==> config.mk <==
export PLATFORM = sky130hd
export DESIGN_NAME = grad_mag_sq
export DESIGN_NICKNAME = d
export VERILOG_FILES = /design/src/rtl/grad_pkg.sv /design/src/rtl/grad_pipe_stage.sv /design/src/rtl/grad_mag_sq.sv
export SDC_FILE = /design/constraint.sdc
export NUM_CORES = 1
export LEC_CHECK = 0
export ABC_AREA = 1
export BUFFER_PORTS_ARGS = -buffer_cell sky130_fd_sc_hd__buf_4
export CAP_MARGIN = 20
export CORE_MARGIN = 1
export CORE_UTILIZATION = 57
export CTS_CLUSTER_DIAMETER = 200
export DETAILED_ROUTE_END_ITERATION = 16
export PLACE_DENSITY = 0.74
export SYNTH_ARGS = -nofsm -noshare
export SYNTH_HDL_FRONTEND = slang
export SYNTH_SLANG_ARGS = --single-unit
export TNS_END_PERCENT = 5
==> constraint.sdc <==
create_clock -name clk_main -period 5.8 [get_ports clk_main]
set_clock_uncertainty 0.2 [all_clocks]
set_input_delay 1.16 -clock clk_main [delete_from_list [all_inputs] [get_ports clk_main]]
set_output_delay 1.16 -clock clk_main [all_outputs]
set_load 0.02 [all_outputs]
==> src/rtl/grad_pkg.sv <==
// grad_pkg -- shared constants and beat type for the gradient-energy stage.
//   GW      : signed gradient width (Sobel on 8-bit pixels needs +/-1020)
//   RW      : radical width, 2*GW-1, matches the sqrt stage's radical input
//   MAG_MAX : largest magnitude after clamping the most negative gradient
//   grad_beat_t : radical payload plus frame markers, one output beat
package grad_pkg;
    localparam int GW      = 11;
    localparam int RW      = 2 * GW - 1;
    localparam int MAG_MAX = (1 << (GW - 1)) - 1;

    typedef struct packed {
        logic [RW-1:0] radical;
        logic          sof;
        logic          eof;
    } grad_beat_t;
endpackage

==> src/rtl/grad_pipe_stage.sv <==
// grad_pipe_stage -- one valid/ready register slice with bubble collapsing.
// The slice loads whenever it is empty or the next slice is loading, so a
// hole anywhere in the pipe is squeezed out without waiting for the output.
// Ports:
//   i_clk, i_rst  : clock, asynchronous active-high reset
//   i_valid       : upstream beat valid
//   i_data        : upstream payload (W bits)
//   i_next_load   : next slice is loading (or downstream ready for the last slice)
//   o_load        : this slice loads this cycle (acts as upstream ready)
//   o_valid       : slice holds a beat
//   o_data        : held payload
module grad_pipe_stage #(
    parameter int W = 8
) (
    input  logic         i_clk,
    input  logic         i_rst,
    input  logic         i_valid,
    input  logic [W-1:0] i_data,
    input  logic         i_next_load,
    output logic         o_load,
    output logic         o_valid,
    output logic [W-1:0] o_data
);
    logic         r_valid;
    logic [W-1:0] r_data;

    assign o_load  = !r_valid || i_next_load;
    assign o_valid = r_valid;
    assign o_data  = r_data;

    // Payload only moves on a real beat so a stalled or drained slice keeps
    // its last value visible instead of picking up idle input.
    always_ff @(posedge i_clk or posedge i_rst) begin
        if (i_rst) begin
            r_valid <= 1'b0;
            r_data  <= '0;
        end else if (o_load) begin
            r_valid <= i_valid;
            if (i_valid) begin
                r_data <= i_data;
            end
        end
    end
endmodule

==> src/rtl/grad_mag_sq.sv <==
// grad_mag_sq -- three-stage pipeline computing the radical gx^2 + gy^2 from a
// signed Sobel gradient pair, with frame markers carried alongside.
// Optional per-frame peak monitor enabled by defining GRAD_PEAK_EN.
// Ports:
//   clk_main            : clock, rising edge
//   sys_rst             : asynchronous active-high reset
//   s_valid/s_ready     : input handshake
//   s_gx, s_gy          : signed gradients (GW bits)
//   s_sof, s_eof        : input frame markers
//   m_valid/m_ready     : output handshake
//   m_radical           : unsigned gx^2 + gy^2 (RW bits)
//   m_sof, m_eof        : output frame markers aligned with m_radical
//   peak, peak_valid    : last completed frame's max radical and its update
//                         pulse (GRAD_PEAK_EN only)
module grad_mag_sq
    import grad_pkg::*;
#(
    parameter int GW = grad_pkg::GW,
    parameter int RW = grad_pkg::RW
) (
    input  logic                 clk_main,
    input  logic                 sys_rst,
    input  logic                 s_valid,
    output logic                 s_ready,
    input  logic signed [GW-1:0] s_gx,
    input  logic signed [GW-1:0] s_gy,
    input  logic                 s_sof,
    input  logic                 s_eof,
    output logic                 m_valid,
    input  logic                 m_ready,
    output logic [RW-1:0]        m_radical,
    output logic                 m_sof,
    output logic                 m_eof
`ifdef GRAD_PEAK_EN
    ,
    output logic [RW-1:0]        peak,
    output logic                 peak_valid
`endif
);
    localparam int MW  = GW - 1;
    localparam int SW  = 2 * GW - 2;
    localparam int P1W = 2 * MW + 2;
    localparam int P2W = 2 * SW + 2;
    localparam int P3W = RW + 2;
    localparam logic signed [GW-1:0] GRAD_MIN = {1'b1, {(GW-1){1'b0}}};

    if (RW != 2 * GW - 1) begin : g_bad_rw
        $error("grad_mag_sq: RW must equal 2*GW-1");
    end

    // The most negative gradient has no positive twin in GW bits; pinning it
    // to the largest magnitude keeps the sum of squares below 2^RW.
    function automatic logic [MW-1:0] clamp_mag(input logic signed [GW-1:0] v);
        if (v == GRAD_MIN) begin
            return {MW{1'b1}};
        end else if (v[GW-1]) begin
            return MW'(-v);
        end else begin
            return v[MW-1:0];
        end
    endfunction

    logic           w_load_p1, w_load_p2, w_load_p3;
    logic           w_vld_p1, w_vld_p2;
    logic [P1W-1:0] w_din_p1, w_data_p1;
    logic [P2W-1:0] w_din_p2, w_data_p2;
    logic [P3W-1:0] w_din_p3, w_data_p3;
    logic [MW-1:0]  w_magx_p1, w_magy_p1;
    logic           w_sof_p1, w_eof_p1, w_sof_p2, w_eof_p2;
    logic [SW-1:0]  w_sqx, w_sqy, w_sqx_p2, w_sqy_p2;
    logic [RW-1:0]  w_sum;

    assign s_ready = w_load_p1;

    // ---- input -> p1: clamped magnitudes and markers
    assign w_din_p1 = {clamp_mag(s_gx), clamp_mag(s_gy), s_sof, s_eof};

    grad_pipe_stage #(.W(P1W)) u_stage_p1 (
        .i_clk(clk_main), .i_rst(sys_rst),
        .i_valid(s_valid), .i_data(w_din_p1),
        .i_next_load(w_load_p2), .o_load(w_load_p1),
        .o_valid(w_vld_p1), .o_data(w_data_p1)
    );

    // ---- p1 -> p2: squares
    assign {w_magx_p1, w_magy_p1, w_sof_p1, w_eof_p1} = w_data_p1;
    assign w_sqx    = SW'(w_magx_p1) * SW'(w_magx_p1);
    assign w_sqy    = SW'(w_magy_p1) * SW'(w_magy_p1);
    assign w_din_p2 = {w_sqx, w_sqy, w_sof_p1, w_eof_p1};

    grad_pipe_stage #(.W(P2W)) u_stage_p2 (
        .i_clk(clk_main), .i_rst(sys_rst),
        .i_valid(w_vld_p1), .i_data(w_din_p2),
        .i_next_load(w_load_p3), .o_load(w_load_p2),
        .o_valid(w_vld_p2), .o_data(w_data_p2)
    );

    // ---- p2 -> p3: sum, drives the output port
    assign {w_sqx_p2, w_sqy_p2, w_sof_p2, w_eof_p2} = w_data_p2;
    assign w_sum    = RW'(w_sqx_p2) + RW'(w_sqy_p2);
    assign w_din_p3 = {w_sum, w_sof_p2, w_eof_p2};

    grad_pipe_stage #(.W(P3W)) u_stage_p3 (
        .i_clk(clk_main), .i_rst(sys_rst),
        .i_valid(w_vld_p2), .i_data(w_din_p3),
        .i_next_load(m_ready), .o_load(w_load_p3),
        .o_valid(m_valid), .o_data(w_data_p3)
    );

    assign {m_radical, m_sof, m_eof} = w_data_p3;

`ifdef GRAD_PEAK_EN
    function automatic logic [RW-1:0] max_u(input logic [RW-1:0] a, input logic [RW-1:0] b);
        return (a > b) ? a : b;
    endfunction

    logic          w_xfer;
    logic [RW-1:0] w_run_next;
    logic [RW-1:0] r_run_max, r_peak;
    logic          r_peak_valid;

    // A sof beat restarts the running max so a one-pixel frame reports itself.
    assign w_xfer     = m_valid && m_ready;
    assign w_run_next = m_sof ? m_radical : max_u(r_run_max, m_radical);

    always_ff @(posedge clk_main or posedge sys_rst) begin
        if (sys_rst) begin
            r_run_max    <= '0;
            r_peak       <= '0;
            r_peak_valid <= 1'b0;
        end else begin
            r_peak_valid <= 1'b0;
            if (w_xfer) begin
                r_run_max <= w_run_next;
                if (m_eof) begin
                    r_peak       <= w_run_next;
                    r_peak_valid <= 1'b1;
                end
            end
        end
    end

    assign peak       = r_peak;
    assign peak_valid = r_peak_valid;
`endif
endmodule

==> flow_summary.rst <==
.. list-table::
   :header-rows: 1

   * - Metric
     - Value
   * - Status
     - finished, final reports clean
   * - Core footprint
     - 18000 µm²
   * - Congestion Overflow GR
     - 0
   * - Post-synth EDFFs
     - 0
   * - DR vias/cell
     - 5.14
   * - Final slew viol count
     - 0
   * - Initial detailed-routing violation count
     - 507
   * - Post-synth ARST share
     - 100%
   * - Maximum number of pins on one net before global-route repair
     - 59
   * - Io pins
     - 53
   * - CP max-delay cell
     - sky130_fd_sc_hd__dfrtp_1
   * - Hold Fails Final Rpt
     - 0
   * - Post-Route Setup TNS
     - 0 ns
   * - Sequential element share of the synthesized area
     - 21.0%
   * - Netlist cell types
     - 42
   * - Antenna violations before repair
     - 0
   * - Drc violations
     - 0
   * - Remaining antenna violation count
     - 0
   * - Setup Buffers After CTS
     - 0
   * - Placement-stage worst setup slack
     - 0.714 ns
   * - Skew-Pair Late Insertion Delay
     - 0.36 ns
   * - Endpoint kind of the worst setup timing path
     - register
   * - Total number of vias
     - 8540
   * - Most used cell along the critical path
     - sky130_fd_sc_hd__fa_1
   * - Mapped Nets
     - 1635
   * - Post-route cell area
     - 11300 µm²
   * - Max-capacitance violation count
     - 0
   * - DP HPWL
     - 18.5 mm
   * - Wire length of the first global-routing pass
     - 38.0 mm
   * - Ratio of cells with drive above 1 in the final layout
     - 7.97%
   * - # resized after CTS
     - 0
   * - Most common cell after layout, fill and taps aside
     - sky130_fd_sc_hd__nand2_1
   * - Clock Root Buffer
     - sky130_fd_sc_hd__clkbuf_16
   * - Required time at the worst-slack endpoint
     - 5.84 ns
   * - Area delta synth->final
     - 8.06%
   * - Drt wl/cell
     - 13.6 µm
   * - Net count, final
     - 1664
   * - Data arrival at the endpoint of the critical path
     - 5.15 ns
   * - Count of buffers inserted at the top-level ports
     - 52
   * - Final cell utilization of the core
     - 63.0%
   * - Worst setup SP type
     - register
   * - Setup WS post-layout
     - 0.689 ns
   * - Site Rows
     - 49
   * - Average cell area after synthesis
     - 7.50 µm²
   * - Dominant synthesized flop cell
     - sky130_fd_sc_hd__dfrtp_1
   * - Mapped Area
     - 10500 µm²
   * - Starting Density
     - 58.3%
   * - Total GRT Usage
     - 25.8%
   * - Number of H-tree levels
     - 3
   * - Worst setup path category
     - register to register
   * - Die extent in y
     - 138 µm
   * - Total die area
     - 18900 µm²
   * - Number of synthesized register bits
     - 88
   * - Cts bufs inserted
     - 9
   * - Count of mapped cells out of synthesis
     - 1397
   * - Number of global-route vias before repair
     - 8272
   * - List of cells traversed by the critical path
     - nand2_1 > fa_1 > fa_1 > inv_1 > fa_1 > fa_1 > inv_1 > fa_1 > inv_1 > ha_1 > nand2_1 > inv_1 > a21oi_1 > nand3_2 > nand2_2 > nand3_1 > nand3_1 > nand2_1
   * - CTS sink count
     - 88
   * - Largest stage delay on the critical path
     - 0.57 ns
   * - Clock tree from TritonCTS
     - built
   * - Time the final worst path needs with I/O delays and setup
     - 5.11 ns
   * - Final setup violation count
     - 0
   * - Max Fclk
     - 196 MHz
   * - Sum of routed wire length over all layers
     - 22.5 mm
   * - Instance area at placement
     - 11000 µm²
   * - Commonest non-fill, non-tap cells in the layout
     - sky130_fd_sc_hd__nand2_1, sky130_fd_sc_hd__inv_1, sky130_fd_sc_hd__ha_1
   * - Tightest Hold Check Type
     - register to register
   * - Part of the cycle the worst path needs
     - 88.1%
   * - Number of inserted filler cells in the final layout
     - 1635
   * - Number of buffers inserted for hold repair after clock tree synthesis
     - 0
   * - RSZ-0062 raised after global routing
     - no
   * - Worst Tran Pin Value
     - 0.931 ns
   * - Clock Pin Slew Worst Setup and Hold Paths
     - 0.07 ns
   * - Maximum clock insertion buffer count
     - 2
   * - X dimension of the die
     - 138 µm
   * - Headroom to the max-slew limit
     - 38.0%
   * - Detailed-router iteration count before antenna repair
     - 5
   * - Synth Warn #
     - 0
   * - Diode insertion count for antenna repair
     - 0
   * - Largest fanout of any net on the critical path
     - 11
   * - Final weighted congestion in routability-driven placement
     - 0.877
per-layer routing:
layer | wire length [µm] | up-vias | GRT usage, %
li1 | - | 4347 | -
met1 | 10500 | 3975 | 34.0
met2 | 10700 | 195 | 43.7
met3 | 1090 | 23 | 4.89
met4 | 299 | 0 | 6.11
met5 | 0 | - | 0
cells by family (layout without fill, tap and decap cells):
kind of cell	Yosys count	count (layout)	share of synthesized area (%)
compound gates	125	125	6.71
buf+inv	306	340	11.4
flops	88	88	21.0
simple gates	625	625	25.4
xor+xnor	43	43	3.59
fa+ha+maj	210	210	31.9
cells in the mapped netlist, types with 6 or more instances:
| master | count | share of area [%] |
|---|---|---|
| sky130_fd_sc_hd__nor2_1 | 78 | 2.8 |
| sky130_fd_sc_hd__a21oi_1 | 59 | 2.8 |
| sky130_fd_sc_hd__nand3_1 | 71 | 3.4 |
| sky130_fd_sc_hd__nand3_2 | 6 | 0.57 |
| sky130_fd_sc_hd__o21ai_1 | 6 | 0.29 |
| sky130_fd_sc_hd__and2_1 | 6 | 0.36 |
| sky130_fd_sc_hd__nand2_2 | 18 | 1.1 |
| sky130_fd_sc_hd__xor2_1 | 20 | 1.7 |
| sky130_fd_sc_hd__fa_1 | 95 | 18 |
| sky130_fd_sc_hd__nand2_1 | 407 | 15 |
| sky130_fd_sc_hd__o21ai_0 | 33 | 1.6 |
| sky130_fd_sc_hd__dfrtp_1 | 88 | 21 |
| sky130_fd_sc_hd__xnor2_1 | 23 | 1.9 |
| sky130_fd_sc_hd__clkbuf_1 | 25 | 0.90 |
| sky130_fd_sc_hd__a31oi_1 | 6 | 0.36 |
| sky130_fd_sc_hd__ha_1 | 115 | 14 |
| sky130_fd_sc_hd__nand3b_1 | 14 | 1.0 |
| sky130_fd_sc_hd__nor3_1 | 9 | 0.43 |
| sky130_fd_sc_hd__buf_2 | 6 | 0.29 |
| sky130_fd_sc_hd__inv_1 | 265 | 9.5 |
final timing paths:
path                       cells after the start                                 to  slack [ns]                         startpoint
max                                           18  u_stage_p2.o_data[17]$_DFFE_PP0P_        0.69  u_stage_p1.o_data[11]$_DFFE_PP0P_
min                                            2  u_stage_p3.o_data[18]$_DFFE_PP0P_        0.28  u_stage_p3.o_data[18]$_DFFE_PP0P_
max reg2reg                                   18  u_stage_p2.o_data[17]$_DFFE_PP0P_        0.69  u_stage_p1.o_data[11]$_DFFE_PP0P_
min reg2reg                                    2  u_stage_p3.o_data[18]$_DFFE_PP0P_        0.28  u_stage_p3.o_data[18]$_DFFE_PP0P_
max in group asynchronous                      3  u_stage_p2.o_data[40]$_DFFE_PP0P_        3.60                            sys_rst
min in group asynchronous                      2     u_stage_p1.o_valid$_DFFE_PP0N_        0.78                            sys_rst
registers in the layout (all words and copies together), names as in the netlist:
register,flops
u_stage_p2.o_valid,1
u_stage_p1.o_data,22
u_stage_p3.o_valid,1
u_stage_p3.o_data,23
u_stage_p1.o_valid,1
u_stage_p2.o_data,40
cell type report:
type | instances | area [µm²] | area share [%]
clock buffers | 12 | 267 | 2.35
inverters | 267 | 1000 | 8.86
well taps | 229 | 287 | 2.53
flip-flops and latches | 88 | 2200 | 19.4
clock inverters | 4 | 58.8 | 0.519
repair buffers | 57 | 428 | 3.78
multi-input cells | 1003 | 7080 | 62.5
metrics by stage:
step,instances,hold slack (ns)
after floorplan,1397,0.242
after global placement,1644,0.264
after detailed placement,1644,0.268
after CTS,1660,0.286
after global routing,1660,0.305
final,1660,0.278
critical path, delay by kind of cell (launching register included):
family | cells | cell delay, ns
AOI/OAI and AO/OA | 1 | 0.18
adders and majority gates | 6 | 3.01
DFF | 1 | 0.57
and+or+nand+nor | 7 | 0.82
buffers and inverters | 4 | 0.20
Power is not shown: default switching activity piles up to over one toggle a cycle in this logic, so the estimate is an artifact.
